$ cat config.mk
export PLATFORM = sky130hd
export DESIGN_NAME = lcd_fifo_arbiter
export DESIGN_NICKNAME = d
export VERILOG_FILES = /design/src/rtl/lcd_pkg.sv /design/src/rtl/lcd_rr_pick.sv /design/src/rtl/lcd_fifo_arbiter.sv
export SDC_FILE = /design/constraint.sdc
export NUM_CORES = 1
export LEC_CHECK = 0
export CAP_MARGIN = 15
export CELL_PAD_IN_SITES_DETAIL_PLACEMENT = 2
export CELL_PAD_IN_SITES_GLOBAL_PLACEMENT = 2
export CORE_ASPECT_RATIO = 1.75
export CORE_MARGIN = 5
export CORE_UTILIZATION = 13
export DETAILED_ROUTE_END_ITERATION = 10
export GPL_TIMING_DRIVEN = 0
export PLACE_DENSITY = 0.72
export SETUP_SLACK_MARGIN = 0.05
export SLEW_MARGIN = 20
export SYNTH_ARGS = -nofsm -noshare
export SYNTH_HDL_FRONTEND = slang
export SYNTH_SLANG_ARGS = --single-unit
$ cat constraint.sdc
create_clock -name clk -period 1.6 [get_ports clk]
set_input_delay 0.32 -clock clk [delete_from_list [all_inputs] [get_ports clk]]
set_output_delay 0.32 -clock clk [all_outputs]
set_load 0.005 [all_outputs]
$ cat src/rtl/lcd_pkg.sv
// Shared LCD definitions: arbiter FSM state type and the serial LCD command
// bytes that the message generators emit ahead of their arguments.
package lcd_pkg;

  typedef enum logic {
    IDLE  = 1'b0,
    GRANT = 1'b1
  } state_e;

  localparam logic [7:0] LCD_CMD_PREFIX = 8'hFE;
  localparam logic [7:0] LCD_CMD_CLEAR  = 8'h01;
  localparam logic [7:0] LCD_CMD_LINE2  = 8'hC0;

endpackage

$ cat src/rtl/lcd_rr_pick.sv
// Rotate-priority picker: returns the first asserted valid strictly after
// ptr_i, wrapping modulo N, as a one-hot vector plus an any-valid flag.
module lcd_rr_pick #(
  parameter int N  = 2,
  parameter int PW = 1
) (
  input  logic [N-1:0]  valid_i,
  input  logic [PW-1:0] ptr_i,
  output logic [N-1:0]  grant_o,
  output logic          any_o
);

  logic [PW-1:0] idx_s;

  // Walk N positions starting one past the pointer; first hit wins.
  always_comb begin
    grant_o = '0;
    any_o   = 1'b0;
    idx_s   = '0;
    for (int unsigned k = 1; k <= N; k++) begin
      idx_s = PW'((32'(ptr_i) + k) % N);
      if (!any_o && valid_i[idx_s]) begin
        grant_o[idx_s] = 1'b1;
        any_o          = 1'b1;
      end else begin
        any_o = any_o;
      end
    end
  end

endmodule

$ cat src/rtl/lcd_fifo_arbiter.sv
// Message-granular round-robin arbiter for the LCD transmit FIFO write port.
// A grant is held for a whole message (until the holder's req_last byte is
// written) so multi-byte command sequences are never interleaved.
// Optional feature: define LCD_ARB_TIMEOUT_EN to revoke a grant whose holder
// leaves valid low for TIMEOUT cycles (abort pulses when that happens).
module lcd_fifo_arbiter
  import lcd_pkg::*;
#(
  parameter int NREQ    = 2,
  parameter int TIMEOUT = 255
) (
  input  logic              clk,
  input  logic              rst,
  input  logic [NREQ-1:0]   req_valid,
  input  logic [8*NREQ-1:0] req_data,
  input  logic [NREQ-1:0]   req_last,
  output logic [NREQ-1:0]   req_ready,
  output logic [7:0]        data,
  output logic              wrreq,
  input  logic              wrfull,
  output logic [NREQ-1:0]   grant,
  output logic              busy,
  output logic              abort
);

  localparam int PW = (NREQ > 1) ? $clog2(NREQ) : 1;

  state_e          state_q, state_d;
  logic [NREQ-1:0] grant_q, grant_d;
  logic [PW-1:0]   ptr_q, ptr_d;
  logic            busy_q;
  logic            abort_q, abort_d;

  logic [NREQ-1:0] pick_grant_s;
  logic            pick_any_s;
  logic            hold_valid_s;
  logic            hold_last_s;
  logic [7:0]      hold_data_s;
  logic [PW-1:0]   hold_idx_s;
  logic            xfer_s;

`ifdef LCD_ARB_TIMEOUT_EN
  localparam int CW = $clog2(TIMEOUT + 1);
  logic [CW-1:0] cnt_q, cnt_d;
`else
  logic [31:0] timeout_unused_s;
  assign timeout_unused_s = 32'(TIMEOUT);
`endif

  lcd_rr_pick #(.N(NREQ), .PW(PW)) u_pick (
    .valid_i (req_valid),
    .ptr_i   (ptr_q),
    .grant_o (pick_grant_s),
    .any_o   (pick_any_s)
  );

  // Decode the current holder: its valid/last flags, data byte and index.
  always_comb begin
    hold_valid_s = |(req_valid & grant_q);
    hold_last_s  = |(req_last & grant_q);
    hold_data_s  = 8'h00;
    hold_idx_s   = '0;
    for (int i = 0; i < NREQ; i++) begin
      if (grant_q[i]) begin
        hold_data_s = req_data[8*i +: 8];
        hold_idx_s  = PW'(i);
      end else begin
        hold_idx_s = hold_idx_s;
      end
    end
  end

  // A byte moves only in GRANT with the holder valid, FIFO room, not in reset.
  assign xfer_s    = (state_q == GRANT) & hold_valid_s & ~wrfull & ~rst;
  assign wrreq     = xfer_s;
  assign req_ready = xfer_s ? grant_q : '0;
  assign data      = xfer_s ? hold_data_s : 8'h00;
  assign grant     = grant_q;
  assign busy      = busy_q;
  assign abort     = abort_q;

  // Next-state logic: pick in IDLE, release on last byte (or on timeout).
  always_comb begin
    state_d = state_q;
    grant_d = grant_q;
    ptr_d   = ptr_q;
    abort_d = 1'b0;
`ifdef LCD_ARB_TIMEOUT_EN
    cnt_d   = cnt_q;
`endif
    case (state_q)
      IDLE: begin
        if (pick_any_s) begin
          state_d = GRANT;
          grant_d = pick_grant_s;
        end else begin
          grant_d = '0;
        end
      end
      GRANT: begin
        if (xfer_s && hold_last_s) begin
          state_d = IDLE;
          grant_d = '0;
          ptr_d   = hold_idx_s;
`ifdef LCD_ARB_TIMEOUT_EN
          cnt_d   = '0;
        end else if (xfer_s) begin
          cnt_d = '0;
        end else if (!hold_valid_s) begin
          if (cnt_q == CW'(TIMEOUT - 1)) begin
            state_d = IDLE;
            grant_d = '0;
            ptr_d   = hold_idx_s;
            abort_d = 1'b1;
            cnt_d   = '0;
          end else begin
            cnt_d = cnt_q + CW'(1);
          end
`endif
        end else begin
          state_d = GRANT;
        end
      end
      default: begin
        state_d = IDLE;
        grant_d = '0;
      end
    endcase
  end

  // State, pointer and registered status outputs with synchronous reset.
  always_ff @(posedge clk) begin
    if (rst) begin
      state_q <= IDLE;
      grant_q <= '0;
      ptr_q   <= PW'(NREQ - 1);
      busy_q  <= 1'b0;
      abort_q <= 1'b0;
`ifdef LCD_ARB_TIMEOUT_EN
      cnt_q   <= '0;
`endif
    end else begin
      state_q <= state_d;
      grant_q <= grant_d;
      ptr_q   <= ptr_d;
      busy_q  <= |grant_d;
      abort_q <= abort_d;
`ifdef LCD_ARB_TIMEOUT_EN
      cnt_q   <= cnt_d;
`endif
    end
  end

endmodule
==> run summary <==
The number of cells on the worst hold path is 2. The final reports fail on setup timing. The hold path startpoint is rst. In this run the standard cell core region covers 3110 µm².

The largest voltage drop on the vdd net is between 0.0003 and 0.0004 V. The run finished, with violations left. The overall power is about 530 µW. Leaving out filler cells and counting taps, the final layout contains 145. The most numerous cell type found on the critical path is sky130_fd_sc_hd__buf_6.

The required time reported for the critical path endpoint is 1.28 ns. The fraction of the yosys area taken by sequential cells is 0.242. By startpoint and endpoint, the worst setup path is classified as reg2out.

The max-slew violation count came out at 0. Once detail routing completed, the nets flagged for antenna violations numbered 0. After floorplanning, the core was divided into 27 placement rows. The total power divided by cell area is 555 nW/µm². The number of global-route vias before repair is ~700. The length of the first detailed-routing pass in iterations is 3. The number of remaining DRC errors is 0.

The number of clock buffers inserted by TritonCTS came out at 3. The initial DRC count is 16. Summed over all cells, the static leakage comes to a little under 0.0004 µW.

The worst register-to-register path has a setup slack of 0.20 ns. The maximum buffer depth of the clock tree came out at 2. The launching element of the worst setup path is state_q$_SDFF_PP0_. The count of cell types in the netlist is 27. For this run, the leading register cell type out of synthesis is sky130_fd_sc_hd__dfxtp_1.

The detailed-route via count is between 600 and 700. The post-route fraction of the period consumed by the critical path is 1.11. The floorplan step defined a die boundary enclosing approximately 4500 µm². After the last flow step, the layout net total stands at around 130. The largest stage delay on the critical path came out at 0.40 ns.

In this run the vertical extent of the chip is 84.7 µm. Among all cell types in the netlist, the one instantiated most often is sky130_fd_sc_hd__nor2_1. In this run the critical register-to-register path is captured at busy$_SDFF_PP0_.

The Yosys step of the flow raised 0 warnings. Counting every sink on the clock net gives 5. The initial standard-cell utilization of the core came out at 0.133.

The clock latency on the worst-skew pair is between 0.2 and 0.25 ns. The clock period minus final worst setup slack is 1.77 ns. The final setup slack of the worst path came out at -0.175 ns. In the final routed layout, each cell accounts on average for 16.2 µm.

TritonCTS built the clock tree. By count the netlist is led by 10 x sky130_fd_sc_hd__nor2_1, 8 x sky130_fd_sc_hd__a22oi_1, 5 x sky130_fd_sc_hd__dfxtp_1. The number of antenna violations at the first check in global routing came out at 0. The critical path crosses 6 cells after its start point.

The kind of cell adding the most delay to the critical path is simple AND/OR/NAND/NOR gates. In this run the tool buffered the top-level ports with 36 buffer cells. The most critical setup path has its endpoint at req_ready[0].

The total of flip-flops plus latches after synthesis is 5. The total half-perimeter wirelength after legalization and detailed placement came out at between 1.5 and 2 mm. The routed design has roughly 2.3 mm of wire. Setup repair after global routing could not meet its margin everywhere. The residual overflow from global routing is 0. The biggest fanout along the worst timing path came out at 5. The largest net degree at the start of global routing is 11.

The total routing resource utilization after global routing is 0.110. In the routed layout, each cell is associated on average with a via count of 4.28. The depth of the CTS H-tree came out at 1. The final setup violation count is 11.

The root buffer cell chosen for the clock tree is sky130_fd_sc_hd__clkbuf_8. The placed cell count is ~140. Of the cells placed in the final design, the portion with a size suffix greater than 1 is 0.431.

The data arrival time at the worst-slack endpoint is about 1.5 ns. For this design the top-level I/O count stands at 38. The endpoint class of the critical path is an output pin. The worst-case reg-to-reg path depth came out at 5. The die span in x is 52.7 µm. After clock tree synthesis, the clock-pin slew on the worst setup and hold paths is 0.03 ns. The first-pass GRT wire length is 3.54 mm. The worst clock skew came out at 0.00150 ns. The number of flops mapped to enable cells by yosys came out at 0. In this run the critical register-to-register path is launched from grant[0]$_SDFF_PP0_. The number of buffer and inverter stages on the critical path is 3. The top cell type's share of synthesized area is 0.242. Walking the worst path, the cells encountered are nand2b_4 -> or3_4 -> buf_6 -> clkinv_4 -> and2_4 -> buf_6. The startpoint type of the worst setup path is a register. The path class of the tightest hold or removal check is in2reg. The proportion of synthesized flip-flops having asynchronous set or reset came out at 0. The number of antenna diodes in the final layout is 0. The gate count of the mapped netlist is 57. The highest clock frequency the design can meet is 563 MHz. Sorting the synthesized cells by area gives the leading types as sky130_fd_sc_hd__dfxtp_1 24%, sky130_fd_sc_hd__a22oi_1 15%, sky130_fd_sc_hd__nor2_1 9.1%. The slowest stage cell on the critical path is sky130_fd_sc_hd__or3_4. The synthesized area came out at around 410 µm². The synthesized net count came out at 80.

The synthesis-to-layout area growth is 130%. The synthesized design spends more area on one cell type than any other, namely sky130_fd_sc_hd__dfxtp_1. The number of violations of the max-capacitance limit is 0. The routability-driven placement congestion ratio came out at 0.713. The final hold violation count came out at 0. The average instance in the mapped netlist occupies 7.27 µm².
[state kept, by name, summed over array words and instances (netlist names)]
register / cells
busy: 1
grant: 2
ptr_q: 1
state_q: 1
[area by class of cell]
class | instances | area, µm²
Sequential cell | 5 | 109
Timing Repair Buffer | 42 | 365
Inverter | 3 | 16.3
Clock buffer | 4 | 45.0
Fill cell | 363 | 2150
Buffer | 5 | 45.0
Multi-Input combinational cell | 43 | 319
Tap cell | 43 | 53.8
[cell families after synthesis]
kind of cell    count (synthesis)  synth area share
simple gates                   23             0.275
compound gates                 19             0.344
buf+inv                         9             0.130
flops                           5             0.242
other cells                     1           0.00905
[per-layer routing]
metal  wire (µm)  global-route usage  vias up
li1            -                   -      293
met1         807              0.0978      288
met2        1330               0.217       38
met3         187              0.0249        2
met4          24              0.0488        0
met5           0                   0        -
[power breakdown]
group / total (µW) / switching, µW / internal [µW]
clock: 237 / 65.8 / 171
sequential: 140 / 7.95 / 132
combinational: 152 / 58.9 / 93.3
total: 529 / 133 / 397
[worst min-delay path by stage]
stage                         endpoint  slack [ns]
floorplan           state_q$_SDFF_PP0_        0.39
global placement    ptr_q$_SDFFE_PP1P_        0.49
detailed placement  ptr_q$_SDFFE_PP1P_        0.51
CTS                 state_q$_SDFF_PP0_        0.30
global route        state_q$_SDFF_PP0_        0.32
finish              state_q$_SDFF_PP0_        0.30
[through the flow]
step / hold slack (ns) / cell area (µm²) / util / TNS [ns] / setup slack (ns)
finish: 0.303 / 953 / 0.307 / -1.33 / -0.175
global route: 0.315 / 953 / 0.307 / -2.05 / -0.235
CTS: 0.298 / 938 / 0.302 / -1.63 / -0.203
detailed placement: 0.509 / 828 / 0.267 / -10.01 / -0.954
global placement: 0.494 / 828 / 0.267 / -9.52 / -0.908
floorplan: 0.393 / 414 / - / 0 / 0.116
[timing repair]
item,CTS,global route
setup endpoints to repair,12,14
pin swaps,7,0
hold buffers,0,0
resized for setup,77,8
setup buffers,5,0
gates cloned,1,0
[cells in the final DEF, fill, tap and decap left out, types with 2 or more instances in the layout]
cell type / count
sky130_fd_sc_hd__nor2_4: 2
sky130_fd_sc_hd__a32o_1: 2
sky130_fd_sc_hd__buf_4: 7
sky130_fd_sc_hd__clkbuf_8: 4
sky130_fd_sc_hd__dfxtp_1: 2
sky130_fd_sc_hd__clkdlybuf4s50_1: 20
sky130_fd_sc_hd__buf_2: 10
sky130_fd_sc_hd__nand3_1: 2
sky130_fd_sc_hd__a22o_1: 2
sky130_fd_sc_hd__dfxtp_4: 2
sky130_fd_sc_hd__nor2_1: 7
sky130_fd_sc_hd__a22oi_2: 4
sky130_fd_sc_hd__buf_6: 4
sky130_fd_sc_hd__nand2_1: 2
sky130_fd_sc_hd__clkdlybuf4s15_2: 2
sky130_fd_sc_hd__a22oi_1: 4
sky130_fd_sc_hd__inv_1: 2
(Power assumes the default switching activity.)
